<file path="src/rtl/vga_pkg.sv">
// Shared 640x480@60 Hz VGA timing definitions.
// Holds the per-axis visible/front-porch/sync/back-porch lengths, the derived
// totals, the default counter width and the sync polarity, plus a phase
// decode helper. The downstream bit generator imports this package for its
// visible-region limits, so any change here moves both sides together.
package vga_pkg;

  localparam int VGA_COUNTER_BITS = 10;

  localparam int VGA_H_VISIBLE = 640;
  localparam int VGA_H_FRONT   = 16;
  localparam int VGA_H_SYNC    = 96;
  localparam int VGA_H_BACK    = 48;
  localparam int VGA_H_TOTAL   = VGA_H_VISIBLE + VGA_H_FRONT + VGA_H_SYNC + VGA_H_BACK;

  localparam int VGA_V_VISIBLE = 480;
  localparam int VGA_V_FRONT   = 10;
  localparam int VGA_V_SYNC    = 2;
  localparam int VGA_V_BACK    = 33;
  localparam int VGA_V_TOTAL   = VGA_V_VISIBLE + VGA_V_FRONT + VGA_V_SYNC + VGA_V_BACK;

  // Level driven on hsync/vsync during the sync pulse (640x480 uses negative sync).
  localparam logic VGA_SYNC_ACTIVE = 1'b0;

  typedef enum logic [1:0] {
    PH_VISIBLE = 2'd0,
    PH_FRONT   = 2'd1,
    PH_SYNC    = 2'd2,
    PH_BACK    = 2'd3
  } axis_phase_e;

  // Classify a position on one axis; 0 is the first visible pixel/line.
  function automatic axis_phase_e axis_phase(input int pos, input int vis,
                                             input int front, input int sync);
    axis_phase_e ph;
    if (pos < vis) begin
      ph = PH_VISIBLE;
    end else if (pos < vis + front) begin
      ph = PH_FRONT;
    end else if (pos < vis + front + sync) begin
      ph = PH_SYNC;
    end else begin
      ph = PH_BACK;
    end
    return ph;
  endfunction

endpackage

</file>
<file path="src/rtl/vga_axis_counter.sv">
// One raster axis: a wrapping position counter plus phase decode.
// Ports:
//   clk, rst_n : clock, asynchronous active-low reset
//   step       : advance the position by one this cycle
//   count      : current position, 0..TOTAL-1 (0 = first visible)
//   wrap       : count is at TOTAL-1 (the next step returns it to 0)
//   sync_n     : 0 when the position after this cycle's step lies in the
//                sync window (polarity-neutral; the top applies SYNC_ACTIVE)
//   visible    : 1 when the position after this cycle's step is visible
// sync_n/visible look at the post-step value so the parent can register them
// on the same edge as the counter and keep them aligned with count.
module vga_axis_counter
  import vga_pkg::*;
#(
  parameter int COUNTER_BITS = VGA_COUNTER_BITS,
  parameter int VIS          = VGA_H_VISIBLE,
  parameter int FRONT        = VGA_H_FRONT,
  parameter int SYNC         = VGA_H_SYNC,
  parameter int BACK         = VGA_H_BACK
) (
  input  logic                    clk,
  input  logic                    rst_n,
  input  logic                    step,
  output logic [COUNTER_BITS-1:0] count,
  output logic                    wrap,
  output logic                    sync_n,
  output logic                    visible
);

  localparam int TOTAL = VIS + FRONT + SYNC + BACK;

  logic [COUNTER_BITS-1:0] count_r;
  logic [COUNTER_BITS-1:0] next_count_s;
  logic                    at_last_s;
  axis_phase_e             next_phase_s;

  assign at_last_s = (count_r == COUNTER_BITS'(TOTAL - 1));

  // Next position: wrap at TOTAL-1, otherwise increment; hold without a step.
  always_comb begin
    next_count_s = count_r;
    if (step) begin
      if (at_last_s) begin
        next_count_s = '0;
      end else begin
        next_count_s = count_r + COUNTER_BITS'(1);
      end
    end else begin
      next_count_s = count_r;
    end
  end

  // Position register.
  always_ff @(posedge clk or negedge rst_n) begin
    if (!rst_n) begin
      count_r <= '0;
    end else begin
      count_r <= next_count_s;
    end
  end

  assign next_phase_s = axis_phase(int'(next_count_s), VIS, FRONT, SYNC);

  assign count   = count_r;
  assign wrap    = at_last_s;
  assign sync_n  = (next_phase_s != PH_SYNC);
  assign visible = (next_phase_s == PH_VISIBLE);

endmodule

</file>
<file path="src/rtl/vga_timing_ctrl.sv">
// VGA raster timing generator (640x480@60 Hz from a 50 MHz clock by default).
// Ports:
//   clk         : system clock
//   rst_n       : asynchronous active-low reset
//   en          : run enable; 0 freezes divider, counters and outputs
//   pix_en      : one-clk pulse per pixel advance (combinational from divider)
//   h_count     : horizontal position, 0..H_TOTAL-1, 0 = first visible pixel
//   v_count     : vertical position, 0..V_TOTAL-1, 0 = first visible line
//   hsync/vsync : sync outputs, SYNC_ACTIVE inside the sync window
//   bright      : 1 only inside the visible region
//   frame_start : one-clk pulse on the first cycle at (0,0) after a frame wrap
// hsync/vsync/bright are registered on pix_en from the post-step counter
// values, so they line up with h_count/v_count. After reset they stay
// inactive until the first pix_en, which moves h_count to 1: pixel (0,0) of
// the first frame after reset is deliberately blanked.
module vga_timing_ctrl
  import vga_pkg::*;
#(
  parameter int   COUNTER_BITS = VGA_COUNTER_BITS,
  parameter int   CLK_DIV      = 2,
  parameter int   H_VISIBLE    = VGA_H_VISIBLE,
  parameter int   H_FRONT      = VGA_H_FRONT,
  parameter int   H_SYNC       = VGA_H_SYNC,
  parameter int   H_BACK       = VGA_H_BACK,
  parameter int   V_VISIBLE    = VGA_V_VISIBLE,
  parameter int   V_FRONT      = VGA_V_FRONT,
  parameter int   V_SYNC       = VGA_V_SYNC,
  parameter int   V_BACK       = VGA_V_BACK,
  parameter logic SYNC_ACTIVE  = VGA_SYNC_ACTIVE
) (
  input  logic                    clk,
  input  logic                    rst_n,
  input  logic                    en,
  output logic                    pix_en,
  output logic [COUNTER_BITS-1:0] h_count,
  output logic [COUNTER_BITS-1:0] v_count,
  output logic                    hsync,
  output logic                    vsync,
  output logic                    bright,
  output logic                    frame_start
);

  // CLK_DIV = 1 still gets a 1-bit divider that simply stays at 0.
  localparam int DIV_BITS = (CLK_DIV > 1) ? $clog2(CLK_DIV) : 1;

  logic [DIV_BITS-1:0] div_cnt_r;
  logic                pix_en_s;
  logic                h_wrap_s;
  logic                v_wrap_s;
  logic                v_step_s;
  logic                h_sync_n_s;
  logic                v_sync_n_s;
  logic                h_visible_s;
  logic                v_visible_s;
  logic                hsync_r;
  logic                vsync_r;
  logic                bright_r;
  logic                frame_start_r;

  assign pix_en_s = en && (div_cnt_r == DIV_BITS'(CLK_DIV - 1));

  // Pixel-rate divider; holds its phase while en is low.
  always_ff @(posedge clk or negedge rst_n) begin
    if (!rst_n) begin
      div_cnt_r <= '0;
    end else if (pix_en_s) begin
      div_cnt_r <= '0;
    end else if (en) begin
      div_cnt_r <= div_cnt_r + DIV_BITS'(1);
    end else begin
      div_cnt_r <= div_cnt_r;
    end
  end

  vga_axis_counter #(
    .COUNTER_BITS (COUNTER_BITS),
    .VIS          (H_VISIBLE),
    .FRONT        (H_FRONT),
    .SYNC         (H_SYNC),
    .BACK         (H_BACK)
  ) u_h_axis (
    .clk     (clk),
    .rst_n   (rst_n),
    .step    (pix_en_s),
    .count   (h_count),
    .wrap    (h_wrap_s),
    .sync_n  (h_sync_n_s),
    .visible (h_visible_s)
  );

  // The line counter moves only on the pixel that wraps the horizontal axis.
  assign v_step_s = pix_en_s && h_wrap_s;

  vga_axis_counter #(
    .COUNTER_BITS (COUNTER_BITS),
    .VIS          (V_VISIBLE),
    .FRONT        (V_FRONT),
    .SYNC         (V_SYNC),
    .BACK         (V_BACK)
  ) u_v_axis (
    .clk     (clk),
    .rst_n   (rst_n),
    .step    (v_step_s),
    .count   (v_count),
    .wrap    (v_wrap_s),
    .sync_n  (v_sync_n_s),
    .visible (v_visible_s)
  );

  // Sync and blanking registers, loaded with the decode of the post-step position.
  always_ff @(posedge clk or negedge rst_n) begin
    if (!rst_n) begin
      hsync_r  <= ~SYNC_ACTIVE;
      vsync_r  <= ~SYNC_ACTIVE;
      bright_r <= 1'b0;
    end else if (pix_en_s) begin
      hsync_r  <= h_sync_n_s ? ~SYNC_ACTIVE : SYNC_ACTIVE;
      vsync_r  <= v_sync_n_s ? ~SYNC_ACTIVE : SYNC_ACTIVE;
      bright_r <= h_visible_s && v_visible_s;
    end else begin
      hsync_r  <= hsync_r;
      vsync_r  <= vsync_r;
      bright_r <= bright_r;
    end
  end

  // Frame strobe: set on the edge where both axes wrap, cleared on every other edge.
  always_ff @(posedge clk or negedge rst_n) begin
    if (!rst_n) begin
      frame_start_r <= 1'b0;
    end else begin
      frame_start_r <= pix_en_s && h_wrap_s && v_wrap_s;
    end
  end

  assign pix_en      = pix_en_s;
  assign hsync       = hsync_r;
  assign vsync       = vsync_r;
  assign bright      = bright_r;
  assign frame_start = frame_start_r;

endmodule

</file>
<file path="config.mk">
export PLATFORM = sky130hd
export DESIGN_NAME = vga_timing_ctrl
export DESIGN_NICKNAME = d
export VERILOG_FILES = /design/src/rtl/vga_pkg.sv /design/src/rtl/vga_axis_counter.sv /design/src/rtl/vga_timing_ctrl.sv
export SDC_FILE = /design/constraint.sdc
export NUM_CORES = 1
export LEC_CHECK = 0
export ABC_CLOCK_PERIOD_IN_PS = 2530
export CAP_MARGIN = 20
export CORE_AREA = 2 2 56 58
export CTS_BUF_LIST = sky130_fd_sc_hd__clkbuf_4 sky130_fd_sc_hd__clkbuf_8
export CTS_CLUSTER_SIZE = 28
export DETAILED_ROUTE_END_ITERATION = 16
export DIE_AREA = 0 0 58 60
export GPL_ROUTABILITY_DRIVEN = 1
export PLACE_DENSITY_LB_ADDON = 0.15
export SLEW_MARGIN = 20
export SYNTH_ARGS = -nofsm -noshare
export SYNTH_HDL_FRONTEND = slang
export SYNTH_SLANG_ARGS = --single-unit
</file>
<file path="constraint.sdc">
create_clock -name clk -period 2.53 [get_ports clk]
set_input_delay 0.253 -clock clk [delete_from_list [all_inputs] [get_ports clk]]
set_output_delay 0.253 -clock clk [all_outputs]
set_load 0.005 [all_outputs]
</file>
==> results.cfg, run 1 <==
[status]
status = finished clean

[cells_and_area]
nNetsFinal = 200
layout-drive-gt1-share = 0.114
instances_no_fill = 226
postLayoutCellArea_sq_mm = 0.00184
antenna_cells = 0
fillers = 270
area_growth_pct = 22.7

[sta]
worst_pin_slew_ps = 329
fin_worst_skew_ps = 2.48
final_hold_viol_count = 0
min_period_ps = 2200
drv_slew = 0
setup_slack_ps = 328
grt_setup_unrepaired = no
finalSetupTns_ps = 0
layout_worst_path_cycle_share = 0.870
clock.fmax_mhz = 454
slew_headroom = 0.779
finalSetupViolCount = 0

[die]
die_w_um = 58
start_util = 0.516
die-area_sq_mm = 0.00348
ios = 28
core-area_sq_mm = 0.00290
die_h_um = 60
rows = 20

[power_and_ir_drop]
net-switching-power_mw = 0.294
clockPowerShare = 0.193
switching_share = 0.302
p_per_area_mw_per_mm2 = 531
leakage_nw = 0.803
power_frac_comb = 0.269
seqPwrFrac = 0.539
peakVddDrop_uv = 575
intPower_mw = 0.680

[critical_path]
end_kind = register
start_kind = register
critical_path_class = register to register
crit_arrival_ps = 2430
cp.required_ps = 2760
crit_fanout = 13

[cts]
path_clk_slew_ps = 130
cts_buffers = 3
postCtsSetupBuffers = 0
cts-root-buf = clkbuf_4
cts.sinks = 25
worstSkewPairLatency_ps = 310
cts_max_path_buffers = 2
cts_resized = 0
cts_tree = yes
htree_levels = 1
hold_buffers = 0

[yosys]
ys_seq_elements = 25
synth_cell_types = 45
synth.avg_cell_area_sq_um = 9.18
yosys_warnings = 0
ys.flop_type = dfrtp_1
syn_area_sq_mm = 0.00150
syn_nets = 169
synthArstFlopShare = 1.00
synth-seq-area-share = 0.420
synth_cells = 163
synth-edff-count = 0

[global_route]
antenna_found_initial = 0
grt_pass1_wl_um = 5520
grt_pass1_vias = 1195
track_usage = 0.208
grt_max_degree = 26
grt_remaining_overflow = 0

[place]
io_buffers = 27
place_congestion = 0.848
pre_cts_slack_ps = 108
placed_cell_area_sq_mm = 0.00181
hpwl_um = 2430
dp_cells = 222

[drt]
vias_per_cell = 5.88
wl_per_cell_um = 14.6
ant_nets = 0
first_pass_iters = 4
drc = 0
vias = 1329
drt_wl_total_um = 3300
drtIter0Drc = 54

[hold_path]
min-delay-path-class = input port to async pin

[job]
maxCapViolations = 0
[layout make-up]
| cell class | instances | area (sq um) | area share |
|---|---|---|---|
| multi-input cells | 122 | 785 | 0.427 |
| flip-flops and latches | 25 | 628 | 0.342 |
| repair buffers | 34 | 323 | 0.176 |
| well taps | 33 | 41.3 | 0.0225 |
| clock buffers | 4 | 30.0 | 0.0163 |
| inverters | 8 | 30.0 | 0.0163 |
[routing by layer]
metal,routed length [um],GRT usage,vias to the layer above
met5,0,0,-
met1,1520,0.291,647
li1,-,-,648
met4,32,0.0797,0
met2,1590,0.330,30
met3,152,0.0260,4
[cells in the final DEF (no fill, tap or decap), types with 4 or more instances in the layout]
master	Yosys	final
a21oi_1	6	6
clkdlybuf4s50_1	0	27
nand3_1	6	6
clkbuf_4	0	4
inv_1	8	8
and3_1	5	5
nor3_1	6	6
nand2_1	20	20
o21ai_0	9	9
nor2_1	11	11
dfrtp_1	23	23
xor2_1	8	8
buf_4	1	7
xnor2_1	5	5
a31oi_1	6	6
[flip-flops by register name, indices dropped and copies added, names as in the netlist]
signal and flops:
frame_start 1, u_v_axis.count 10, u_h_axis.count 10, hsync 1
vsync 1, div_cnt_r 1, bright 1
[logic make-up (layout without fill, tap and decap cells)]
kind of cell | after synthesis | in the layout | share of synthesized area
adders and majority gates | 3 | 3 | 0.0251
xor gates and xnor gates | 13 | 13 | 0.0761
buffers and inverters | 16 | 46 | 0.0560
and+or+nand+nor | 68 | 68 | 0.241
DFF | 25 | 25 | 0.420
AOI/OAI and AO/OA | 36 | 36 | 0.167
muxes | 2 | 2 | 0.0150
[final timing paths]
check | from | end | slack (ps) | cells after the start
max reg2reg | u_h_axis.count[0] | bright | 330 | 7
max in group asynchronous | rst_n | vsync | 1960 | 2
max | u_h_axis.count[0] | bright | 330 | 7
min | rst_n | u_h_axis.count[4] | 280 | 2
min reg2reg | vsync | vsync | 530 | 2
min in group clk | vsync | vsync | 530 | 2
[cell usage after synthesis (2+ instances only)]
cell	instances	area [sq um]
o21a_1	3	22.5
a21oi_1	6	30.0
inv_1	8	30.0
dfrtp_1	23	576
mux2_2	2	22.5
and4_1	3	26.3
nand3_1	6	30.0
or4_1	2	15.0
o21ai_0	9	45.0
xnor2_1	5	43.8
buf_2	2	10.0
dfstp_2	2	52.6
nor3_1	6	30.0
a31oi_1	6	37.5
nor4_1	3	18.8
nor2_1	11	41.3
ha_1	3	37.5
nand2_1	20	75.1
and3_1	5	31.3
nor3b_1	3	22.5
clkbuf_1	3	11.3
o21bai_1	2	15.0
xor2_1	8	70.1
[through the flow]
stage           util  hold slack (ps)  power [mW]
2_1_floorplan      -            -42.6       0.648
3_3_place_gp   0.622              489       0.787
3_5_place_dp   0.622              484       0.797
4_1_cts        0.633              281       0.987
5_1_grt        0.633              316        1.04
6_report       0.633              282       0.975
[worst max-delay path, stage by stage, from the launching register on]
cell	delay [ps]
dfrtp_1	460
ha_1	190
nand3_1	120
or4_4	630
o21a_1	230
o221ai_2	160
inv_1	70
o41ai_2	250
[power groups by stage]
| stage | clock network [mW] | registers (mW) | logic (mW) |
|---|---|---|---|
| after floorplan | 0 | 0.521 | 0.127 |
| after global placement | 0 | 0.526 | 0.261 |
| after detailed placement | 0 | 0.532 | 0.265 |
| after CTS | 0.196 | 0.525 | 0.266 |
| after global routing | 0.209 | 0.535 | 0.295 |
| final | 0.188 | 0.525 | 0.262 |
Power figures use the tool's default switching activity.
==> inputs of run 2 (changes only) <==
==> constraint.sdc (replaced) <==
create_clock -name clk -period 2.53 [get_ports clk]
set_input_delay 0.253 -clock clk [delete_from_list [all_inputs] [get_ports clk]]
set_output_delay 0.253 -clock clk [all_outputs]
set_load 0.05 [all_outputs]
==> run 2 against run 1 <==
Net effect: utilization decreased by 0.17 points; critical endpoint unchanged; largest power group unchanged; register-to-register slack about the same; total power is 17% higher; via count barely moved; routed wire length shrank 1.0%.
==> results.cfg, run 2 (synthesis gave the netlist of run 1 again) <==
[critical_path]
setup.worst_path.start = u_h_axis.count[0]
critical_path_class = register to register
r2r-start = u_h_axis.count[0]
cp.required_ps = 2760
start_kind = register
end_kind = register
r2r_slack_ps = 320
crit_arrival_ps = 2430
crit_fanout = 13

[drt]
drtIter0Drc = 60
vias_per_cell = 5.88
first_pass_iters = 4
drt_wl_total_um = 3260
ant_nets = 0
wl_per_cell_um = 14.4
vias = 1330
drc = 0

[place]
pre_cts_slack_ps = 123
place_congestion = 0.847
hpwl_um = 2400
io_buffers = 27

[sta]
drv_slew = 0
clock.fmax_mhz = 453
final_hold_viol_count = 0
hold_ws_ps = 285
slew_headroom = 0.667
layout_worst_path_cycle_share = 0.873
finalSetupTns_ps = 0
worst_pin_slew_ps = 499
min_period_ps = 2210
grt_setup_unrepaired = no
finalSetupViolCount = 0
fin_worst_skew_ps = 5.98
setup_slack_ps = 321

[die]
die_w_um = 58
die_h_um = 60
rows = 20
core-area_sq_mm = 0.00290
ios = 28
start_util = 0.516
die-area_sq_mm = 0.00348

[cts]
cts_max_path_buffers = 2
cts_buffers = 3
path_clk_slew_ps = 140
cts-root-buf = clkbuf_4
worstSkewPairLatency_ps = 310
cts_tree = yes
htree_levels = 1
postCtsSetupBuffers = 0
hold_buffers = 0
cts.sinks = 25
cts_resized = 0

[status]
status = finished clean

[global_route]
grt_max_degree = 26
grt_remaining_overflow = 0
grt_pass1_vias = 1241
antenna_found_initial = 0
grt_pass1_wl_um = 5790
track_usage = 0.216

[job]
maxCapViolations = 0

[cells_and_area]
area_growth_pct = 22.4
fillers = 253
layout-drive-gt1-share = 0.119
final_cell_mix = clkdlybuf4s50_1, dfrtp_1, nand2_1
nNetsFinal = 200
antenna_cells = 0
final_common_cell = clkdlybuf4s50_1
final_util = 0.631

[power_and_ir_drop]
peakVddDrop_uv = 659
p_total_mw = 1.14
p_per_area_mw_per_mm2 = 622
leakage_nw = 0.804

[hold_path]
min-delay-path-class = input port to async pin
[run 2: cell count changes in the layout (fill, tap and decap cells not counted), sizes merged]
cell,change
buf,+1
clkbuf,-1
clkdlybuf4s50,-1
clkinv,+1
[run 2: power breakdown]
group	total, mW	internal, mW	switching [mW]
registers	0.524	0.454	0.0697
logic	0.438	0.153	0.285
clock network	0.177	0.0590	0.118
total	1.14	0.666	0.473
[run 2: final timing paths]
kind                                      to  depth (start not counted)
min in group clk                      bright                          2
max                                   bright                          7
min                        u_h_axis.count[4]                          2
min reg2reg                           bright                          2
max reg2reg                           bright                          7
max in group asynchronous              vsync                          2
[run 2: stage by stage]
step                std cells  area, sq um
floorplan                 163         1500
global placement          222         1800
detailed placement        222         1800
CTS                       226         1830
global route              226         1830
finish                    226         1830
[run 2: area by class of cell]
| type | instances | area [sq um] | area share |
|---|---|---|---|
| Clock buffer | 3 | 22.5 | 0.0123 |
| Clock inverter | 1 | 5.00 | 0.00273 |
| Inverter | 8 | 30.0 | 0.0164 |
| Multi-Input combinational cell | 122 | 785 | 0.428 |
| Sequential cell | 25 | 628 | 0.343 |
| Tap cell | 33 | 41.3 | 0.0225 |
| Timing Repair Buffer | 34 | 320 | 0.175 |
[run 2: metal layers]
| metal | track usage | vias up | part of all wire |
|---|---|---|---|
| met5 | 0 | - | 0 |
| met4 | 0.0731 | 0 | 0.0077 |
| met3 | 0.0216 | 2 | 0.047 |
| met2 | 0.330 | 36 | 0.46 |
| met1 | 0.321 | 640 | 0.49 |
| li1 | - | 652 | - |
[run 2: worst max-delay path, cell delays in order, from the launching register on]
cell and delay (ps):
dfrtp_1 460, ha_1 190, nand3_1 120, or4_4 630
o21a_1 230, o221ai_2 170, inv_1 70, o41ai_2 250
